**src/rtl/i2c_slave_regs_if.sv**
```systemverilog
// I2C pin bundle between a bus master (or pad wrapper) and the register-file target.
// SDA is open-drain: the target only ever pulls low through sda_oe.
`timescale 1ns/1ps
interface i2c_slave_regs_if;
  logic sda_in;
  logic scl_in;
  logic sda_oe;

  modport master (output sda_in, output scl_in, input sda_oe);
  modport slave  (input sda_in, input scl_in, output sda_oe);
endinterface

```
**src/rtl/i2c_slave_regs.sv**
```systemverilog
// I2C target with a small register file: START/STOP/repeated-START decode, 7-bit address
// match, sub-address pointer with auto-increment, streaming reads and writes.
`timescale 1ns/1ps
module i2c_slave_regs #(
  parameter logic [6:0] ADDR       = 7'h70,
  parameter int         NREGS_LOG2 = 3
) (
  input  logic                             clk,
  input  logic                             rst_n,
  i2c_slave_regs_if.slave                  bus,
  output logic [8*(2**NREGS_LOG2)-1:0]     regs,
  output logic                             wr_pulse,
  output logic [NREGS_LOG2-1:0]            wr_idx,
  output logic                             busy
);

  localparam int NR = 2**NREGS_LOG2;

  typedef enum logic [3:0] {
    S_IDLE, S_ADDR, S_ADDR_ACK, S_SUB, S_SUB_ACK,
    S_WDATA, S_WDATA_ACK, S_RDATA, S_RDATA_ACK
  } state_t;

  state_t                r_state;
  state_t                w_state_nxt;
  logic                  r_sda_s1, r_sda_s2, r_sda_h;
  logic                  r_scl_s1, r_scl_s2, r_scl_h;
  logic [7:0]            r_shift;
  logic [2:0]            r_bitcnt;
  logic [NREGS_LOG2-1:0] r_ptr;
  logic [7:0]            r_regs [NR];
  logic                  r_rw;
  logic                  r_ack_rose;
  logic                  r_sda_oe;
  logic                  r_busy;
  logic                  r_wr_pulse;
  logic [NREGS_LOG2-1:0] r_wr_idx;

  logic                  w_scl_rise, w_scl_fall, w_start, w_stop;
  logic [7:0]            w_byte;
  logic                  w_last;
  logic                  w_shift_en, w_match, w_ptr_load, w_wr;
  logic                  w_ack_rise, w_rd_load, w_oe_upd, w_oe_val;

  // Two-flop synchronisers plus one history flop; idle bus level is high.
  always_ff @(posedge clk or negedge rst_n) begin
    if (!rst_n) begin
      r_sda_s1 <= 1'b1;
      r_sda_s2 <= 1'b1;
      r_sda_h  <= 1'b1;
      r_scl_s1 <= 1'b1;
      r_scl_s2 <= 1'b1;
      r_scl_h  <= 1'b1;
    end else begin
      r_sda_s1 <= bus.sda_in;
      r_sda_s2 <= r_sda_s1;
      r_sda_h  <= r_sda_s2;
      r_scl_s1 <= bus.scl_in;
      r_scl_s2 <= r_scl_s1;
      r_scl_h  <= r_scl_s2;
    end
  end

  // Bus conditions only need SCL high now, so they beat a coincident SCL rise.
  assign w_scl_rise = r_scl_s2 & ~r_scl_h;
  assign w_scl_fall = ~r_scl_s2 & r_scl_h;
  assign w_start    = r_scl_s2 & r_sda_h & ~r_sda_s2;
  assign w_stop     = r_scl_s2 & ~r_sda_h & r_sda_s2;
  assign w_byte     = {r_shift[6:0], r_sda_s2};
  assign w_last     = (r_bitcnt == 3'd7);

  always_ff @(posedge clk or negedge rst_n) begin
    if (!rst_n) r_state <= S_IDLE;
    else        r_state <= w_state_nxt;
  end

  always_comb begin
    w_state_nxt = r_state;
    if (w_start) begin
      w_state_nxt = S_ADDR;
    end else if (w_stop) begin
      w_state_nxt = S_IDLE;
    end else if (w_scl_rise) begin
      case (r_state)
        S_ADDR:      if (w_last) w_state_nxt = (w_byte[7:1] == ADDR) ? S_ADDR_ACK : S_IDLE;
        S_SUB:       if (w_last) w_state_nxt = S_SUB_ACK;
        S_WDATA:     if (w_last) w_state_nxt = S_WDATA_ACK;
        S_RDATA:     if (w_last) w_state_nxt = S_RDATA_ACK;
        S_RDATA_ACK: if (r_sda_s2) w_state_nxt = S_IDLE;
        default:     ;
      endcase
    end else if (w_scl_fall && r_ack_rose) begin
      case (r_state)
        S_ADDR_ACK:               w_state_nxt = r_rw ? S_RDATA : S_SUB;
        S_SUB_ACK, S_WDATA_ACK:   w_state_nxt = S_WDATA;
        S_RDATA_ACK:              w_state_nxt = S_RDATA;
        default:                  ;
      endcase
    end
  end

  // SDA is only ever re-decided on an SCL falling edge (or released on START/STOP).
  always_comb begin
    w_shift_en = 1'b0;
    w_match    = 1'b0;
    w_ptr_load = 1'b0;
    w_wr       = 1'b0;
    w_ack_rise = 1'b0;
    w_rd_load  = 1'b0;
    w_oe_upd   = 1'b0;
    w_oe_val   = 1'b0;
    if (w_start || w_stop) begin
      w_oe_upd = 1'b1;
    end else if (w_scl_rise) begin
      case (r_state)
        S_ADDR: begin
          w_shift_en = 1'b1;
          w_match    = w_last && (w_byte[7:1] == ADDR);
        end
        S_SUB: begin
          w_shift_en = 1'b1;
          w_ptr_load = w_last;
        end
        S_WDATA: begin
          w_shift_en = 1'b1;
          w_wr       = w_last;
        end
        S_RDATA:                              w_shift_en = 1'b1;
        S_ADDR_ACK, S_SUB_ACK, S_WDATA_ACK:   w_ack_rise = 1'b1;
        S_RDATA_ACK:                          w_ack_rise = ~r_sda_s2;
        default:                              ;
      endcase
    end else if (w_scl_fall) begin
      w_oe_upd = 1'b1;
      case (r_state)
        S_ADDR_ACK: begin
          if (!r_ack_rose) begin
            w_oe_val = 1'b1;
          end else if (r_rw) begin
            w_rd_load = 1'b1;
            w_oe_val  = ~r_regs[r_ptr][7];
          end
        end
        S_SUB_ACK, S_WDATA_ACK: w_oe_val = ~r_ack_rose;
        S_RDATA:                w_oe_val = ~r_shift[7];
        S_RDATA_ACK: begin
          if (r_ack_rose) begin
            w_rd_load = 1'b1;
            w_oe_val  = ~r_regs[r_ptr][7];
          end
        end
        default:                ;
      endcase
    end
  end

  always_ff @(posedge clk or negedge rst_n) begin
    if (!rst_n) begin
      r_shift    <= '0;
      r_bitcnt   <= '0;
      r_ptr      <= '0;
      r_rw       <= 1'b0;
      r_ack_rose <= 1'b0;
      r_sda_oe   <= 1'b0;
      r_busy     <= 1'b0;
      r_wr_pulse <= 1'b0;
      r_wr_idx   <= '0;
      for (int i = 0; i < NR; i++) r_regs[i] <= '0;
    end else begin
      if (w_rd_load)       r_shift <= r_regs[r_ptr];
      else if (w_shift_en) r_shift <= w_byte;

      if (w_start || (w_state_nxt != r_state)) r_bitcnt <= '0;
      else if (w_shift_en)                     r_bitcnt <= r_bitcnt + 3'd1;

      if (w_start || (w_state_nxt != r_state)) r_ack_rose <= 1'b0;
      else if (w_ack_rise)                     r_ack_rose <= 1'b1;

      if (w_ptr_load)             r_ptr <= w_byte[NREGS_LOG2-1:0];
      else if (w_wr || w_rd_load) r_ptr <= r_ptr + 1'b1;

      if (w_wr) begin
        r_regs[r_ptr] <= w_byte;
        r_wr_idx      <= r_ptr;
      end
      r_wr_pulse <= w_wr;

      if (w_match) r_rw <= w_byte[0];

      if (w_start || w_stop) r_busy <= 1'b0;
      else if (w_match)      r_busy <= 1'b1;

      if (w_oe_upd) r_sda_oe <= w_oe_val;
    end
  end

  always_comb begin
    regs = '0;
    for (int i = 0; i < NR; i++) regs[8*i +: 8] = r_regs[i];
  end

  assign bus.sda_oe = r_sda_oe;
  assign wr_pulse   = r_wr_pulse;
  assign wr_idx     = r_wr_idx;
  assign busy       = r_busy;

endmodule

```
**src/flat_wrapper.sv**
```systemverilog
// flat-port wrapper written by rule: the top's interface ports become plain ports
module i2c_slave_regs_flat 
#(
  parameter logic [6:0] ADDR       = 7'h70,
  parameter int         NREGS_LOG2 = 3
)
  (clk, rst_n, regs, wr_pulse, wr_idx, busy, bus_sda_in, bus_scl_in, bus_sda_oe);
  i2c_slave_regs_if bus_i ();
  input  logic clk;
  input  logic rst_n;
  output logic [8*(2**NREGS_LOG2)-1:0] regs;
  output logic wr_pulse;
  output logic [NREGS_LOG2-1:0] wr_idx;
  output logic busy;
  input wire logic [$bits(bus_i.sda_in)-1:0] bus_sda_in;
  input wire logic [$bits(bus_i.scl_in)-1:0] bus_scl_in;
  output wire logic [$bits(bus_i.sda_oe)-1:0] bus_sda_oe;
  assign bus_i.sda_in = bus_sda_in;
  assign bus_i.scl_in = bus_scl_in;
  assign bus_sda_oe = bus_i.sda_oe;
  i2c_slave_regs #(.ADDR(ADDR), .NREGS_LOG2(NREGS_LOG2)) u_core (.clk(clk), .rst_n(rst_n), .bus(bus_i), .regs(regs), .wr_pulse(wr_pulse), .wr_idx(wr_idx), .busy(busy));
endmodule
```
**config.mk**
```make
export PLATFORM = sky130hd
export DESIGN_NAME = i2c_slave_regs_flat
export DESIGN_NICKNAME = d
export VERILOG_FILES = /design/src/rtl/i2c_slave_regs_if.sv /design/src/rtl/i2c_slave_regs.sv /design/src/flat_wrapper.sv
export SDC_FILE = /design/constraint.sdc
export NUM_CORES = 1
export LEC_CHECK = 0
export BUFFER_PORTS_ARGS = -buffer_cell sky130_fd_sc_hd__buf_2
export CAP_MARGIN = 30
export CORE_MARGIN = 2
export CORE_UTILIZATION = 30
export CTS_CLUSTER_SIZE = 24
export DETAILED_ROUTE_END_ITERATION = 12
export GPL_ROUTABILITY_DRIVEN = 1
export PLACE_DENSITY = 0.48
export SYNTH_ARGS = -nofsm -noshare
export SYNTH_HDL_FRONTEND = slang
export SYNTH_SLANG_ARGS = --single-unit
```
**constraint.sdc**
```tcl
create_clock -name clk -period 5.35 [get_ports clk]
set_input_delay 1.07 -clock clk [delete_from_list [all_inputs] [get_ports clk]]
set_output_delay 1.07 -clock clk [all_outputs]
set_load 0.05 [all_outputs]
```
## Word-level counts from Yosys, hierarchy flattened

Index checks and enable logic that the tools add are counted.

- Reduce and logical (&&, ||, !) cells: 14
- Order comparisons: 2
- Equal/unequal tests: 11
- Multiplexer cells: 61
- $add $sub $neg: 2
- Bitwise logic cells: 14

Operator list:

| operator | count |
|---|---|
| $bwmux 64 | 1 |
| $mux 8 | 5 |
| $mux 4 | 9 |
| $mux 1 | 33 |
| $bmux 8 s3 | 1 |
| $demux 8 s3 | 1 |
| $pmux 4 s5 | 1 |
| $eq 4x3->1 const B | 4 |
| $mux 3 | 5 |
| $pmux 4 s3 | 1 |
| $reduce_bool 2->1 | 5 |
| $eq 4x2->1 const B | 2 |
| $eq 7x7->1 const B | 1 |
| $not 1->1 | 7 |
| $add 3x1->3 const B | 2 |
| $and 1x1->1 | 6 |
| $eq 4x1->1 const B | 1 |
| $eq 4x4->1 const B | 1 |
| $ge 4x4->1 const B | 1 |
| $lt 4x1->1 const B | 1 |
| $ne 4x4->1 | 1 |
| $not 3->4 | 1 |
| $pmux 1 s2 | 2 |
| $pmux 1 s4 | 1 |
| 7 further kinds | 11 |

- Input port bits: 4
- Register bits after elaboration: 96
- Logic and storage cells: 128

## Logic depth before layout (Yosys ltp)

- Word-level depth: 11
- Mapped depth: 9
- Depth with buffers taken out: 8

## Least setup slack after synthesis

OpenSTA, ideal clock, no wires.

- Path kind: reg-to-reg
- Start point: reg u_core.r_bitcnt[0]
- End point: reg u_core.r_regs, in the netlist u_core.regs[10]
- Stages on the path, launching flop included: 9
- Data arrival time: 2.516 ns
- Library setup time: 0.125 ns
- Period minus slack after synthesis: 2.641 ns
- Setup slack: 2.709 ns
- Cells stage by stage: dfrtp_1 > ha_1 > ha_1 > inv_1 > or4_4 > or3_1 > buf_2 > nor3b_4 > mux2_2

- Longest elaborated chain between the ends: 4

Ends and longest elaborated chain:

| what | RTL line | RTL |
|---|---|---|
| start, declared | i2c_slave_regs.sv:29 | `logic [2:0] r_bitcnt;` |
| start signal, assigned | i2c_slave_regs.sv:174 | `else if (w_shift_en) r_bitcnt <= r_bitcnt + 3'd1;` |
| $eq 3x3->1 | i2c_slave_regs.sv:70 | `assign w_last = (r_bitcnt == 3'd7);` |
| $mux 1 | i2c_slave_regs.sv:115 | `case (r_state)` |
| $mux 1 | i2c_slave_regs.sv:114 | `end else if (w_scl_rise) begin` |
| $mux 1 | i2c_slave_regs.sv:112 | `if (w_start \|\| w_stop) begin` |
| end signal, assigned by index | i2c_slave_regs.sv:183 | `r_regs[r_ptr] <= w_byte;` |
| end, declared | i2c_slave_regs.sv:31 | `logic [7:0] r_regs [NR];` |

No other way between the ends.
A chain may end at the register's enable or synchronous reset.

## Worst setup path after layout

- Start point: reg u_core.r_bitcnt[0]
- End point: reg u_core.r_regs, in the netlist u_core.regs[9]

Same word-level chain as after synthesis.

==> results.ini <==
[final_layout]
antenna_cells = 0
fin_nets = 415
syn_to_final_growth_pct = 17.9
nFillCells = 1498
drive_above_1_share = 0.475
fin_util = 0.360

[routing]
drt_wl_total_um = 12000
wl_per_cell_um = 19.9
initialDrtViolationCount = 142
drc = 0
firstDrtPassIters = 4
via_per_inst = 5.12
ant_nets = 0
vias = 3077

[clock_tree]
postCtsHoldBufs = 0
cts_sinks = 96
postCtsSetupBuffers = 0
clkTransAtPathRegs_ns = 0.07
cts_buffers = 9
clk_path_buf_depth = 2
cts.repair.resized = 0
worstSkewPairLatency_ns = 0.35
cts-htree-levels = 3
cts_tree = done
cts_root_buf = clkbuf_16

[synth]
synth.top_cells.by_count = dfrtp_1 (90), mux2_2 (68), clkbuf_1 (21), nor2_1 (18), mux4_2 (16)
synthSimpleGateAreaFrac = 0.0939
synthAdderAreaFrac = 0.00812
synth_flop_cell = dfrtp_1
yosysMostFrequentCell = dfrtp_1
synth_area_leaders = dfrtp_1 (49%), mux2_2 (17%), mux4_2 (7.8%)
netlist_area_sq_um = 4620
synthXorXnorAreaFrac = 0.0133
synth-edff-count = 0
postSynthAreaPerCell_sq_um = 13.4
synthCells = 345
async_flop_share = 1.00
synth-seq-cells = 96
synth_top_cell_area_share = 0.487
synth_top_family_by_area = multiplexers
synth_compound_area_frac = 0.0690
seq_area_frac_synth = 0.521
synth_warnings = 0
synth.area.mux_share = 0.267
synth_cell_types = 54
synth_top_area_cell = dfrtp_1
syn_nets = 352

[pwr]
leakage_uw = 0.00269
p_per_area_nw_per_um2 = 292
peakVddDrop_uv = 127

[placed_design]
place_worst_setup_slack_ns = 2.25
io_buffer_count = 73
gp_congestion = 0.889
dp_hpwl_um = 8110

[hold_path]
min_path_type = reg2reg
whs_path_depth = 0

[global_routing]
grt_pass1_wl_um = 19700
grt_use_total = 0.158
grt_max_degree = 54
grt_overflow = 0
grt_pass1_vias = 3318
antenna_found_initial = 0

[timing]
tightest_slew_ns = 0.984
fin_ws_ns = 2.25
finalSetupViolations = 0
tns_ns = 0
slew_violations = 0
hold_violations = 0
relSlewSlack = 0.344
rsz0062_at_grt = no
skew_ns = 0.00790
period_share = 0.579
fmax_mhz = 323
fin_crit_ns = 3.10

[floorplan]
die_x_um = 128
io-pin-count = 74
die_h_um = 128
core_area_sq_um = 15100
start_util = 0.305
std_cell_rows = 45
dieArea_sq_um = 16400

[setup_path]
r2r_cells = 7
end_kind = flop
cp.arrival_ns = 3.33
startpoint_type = flop
crit_type = reg2reg
cp_max_fo = 8
regToRegSetupSlack_ns = 2.25
worst-endpoint-required_ns = 5.58

[flow_run]
cap_violations = 0

[outcome]
status = finished clean

[flip-flops by register name, indices dropped and copies added (netlist names), 3 cells and up]
name / count
u_core.regs: 64
u_core.r_bitcnt: 3
u_core.r_ptr: 3
u_core.wr_idx: 3
u_core.r_state: 4
u_core.r_shift: 8
[logic make-up after synthesis]
| group | after synthesis |
|---|---|
| simple gates | 64 |
| buf+inv | 31 |
| compound gates | 49 |
| fa+ha+maj | 3 |
| flops | 96 |
| mux | 95 |
| xor+xnor | 7 |
[report_power, final]
group	switching [uW]	leakage [uW]	internal, uW
Sequential	81.8	0.00131	751
Clock	284	0.000147	365
Combinational	64.3	0.00123	44.4
[layout make-up]
class / instances / area [sq um] / share of cell area
clock buffers: 10 / 229 / 0.0420
well taps: 188 / 235 / 0.0431
repair buffers: 78 / 405 / 0.0743
flip-flops and latches: 96 / 2410 / 0.442
inverters: 5 / 18.8 / 0.00344
multi-input cells: 218 / 2090 / 0.383
clock inverters: 6 / 66.3 / 0.0122
[worst paths after layout]
path / start / end
min reg2reg: u_core.r_scl_s1$_DFF_PN1_ / u_core.r_scl_s2$_DFF_PN1_
max reg2reg: u_core.r_bitcnt[0]$_DFFE_PN0P_ / u_core.regs[9]$_DFFE_PN0P_
min: u_core.r_scl_s1$_DFF_PN1_ / u_core.r_scl_s2$_DFF_PN1_
max in group asynchronous: rst_n / u_core.regs[16]$_DFFE_PN0P_
max: u_core.r_bitcnt[0]$_DFFE_PN0P_ / u_core.regs[9]$_DFFE_PN0P_
min in group asynchronous: rst_n / u_core.bus.sda_oe$_DFFE_PN0P_
[layout by cell type, fill, tap and decap left out, types with 3 or more instances in the layout]
master / synthesis / routed
nor2b_1: 5 / 5
a31oi_1: 7 / 7
mux2i_1: 11 / 11
clkbuf_16: 0 / 9
nand2_1: 3 / 3
buf_2: 1 / 72
buf_4: 0 / 6
and3b_1: 3 / 3
o21ai_0: 15 / 15
a21oi_1: 7 / 7
dfstp_2: 6 / 6
mux2_2: 68 / 68
mux4_2: 16 / 16
nor2_1: 18 / 18
nand3_1: 3 / 3
nor4b_1: 4 / 4
inv_1: 5 / 5
xor2_1: 6 / 6
dfrtp_1: 90 / 90
ha_1: 3 / 3
a22oi_1: 8 / 8
[through the flow]
stage               total power, uW  instances  hold slack [ns]  instance area [sq um]
floorplan                       901        345            0.345                   4620
global placement                958        585            0.348                   5160
detailed placement              957        585            0.348                   5160
CTS                            1610        601            0.358                   5450
global route                   1670        601            0.361                   5450
finish                         1590        601            0.356                   5450
[routing by layer]
| metal | track usage | up-vias | wire, um |
|---|---|---|---|
| li1 | - | 1407 | - |
| met1 | 0.218 | 1603 | 5510 |
| met2 | 0.259 | 60 | 5990 |
| met3 | 0.0309 | 7 | 395 |
| met4 | 0.0349 | 0 | 97 |
| met5 | 0 | - | 0 |
[worst max-delay path, cell delays in order (launching register included)]
cell and delay [ns]:
dfrtp_1 0.37, ha_1 0.16, ha_1 0.23, inv_1 0.08, or4_4 0.55, or3_1 0.52, nor3b_4 0.68, mux2_2 0.41
No activity file was read; power rests on OpenSTA's default activity.
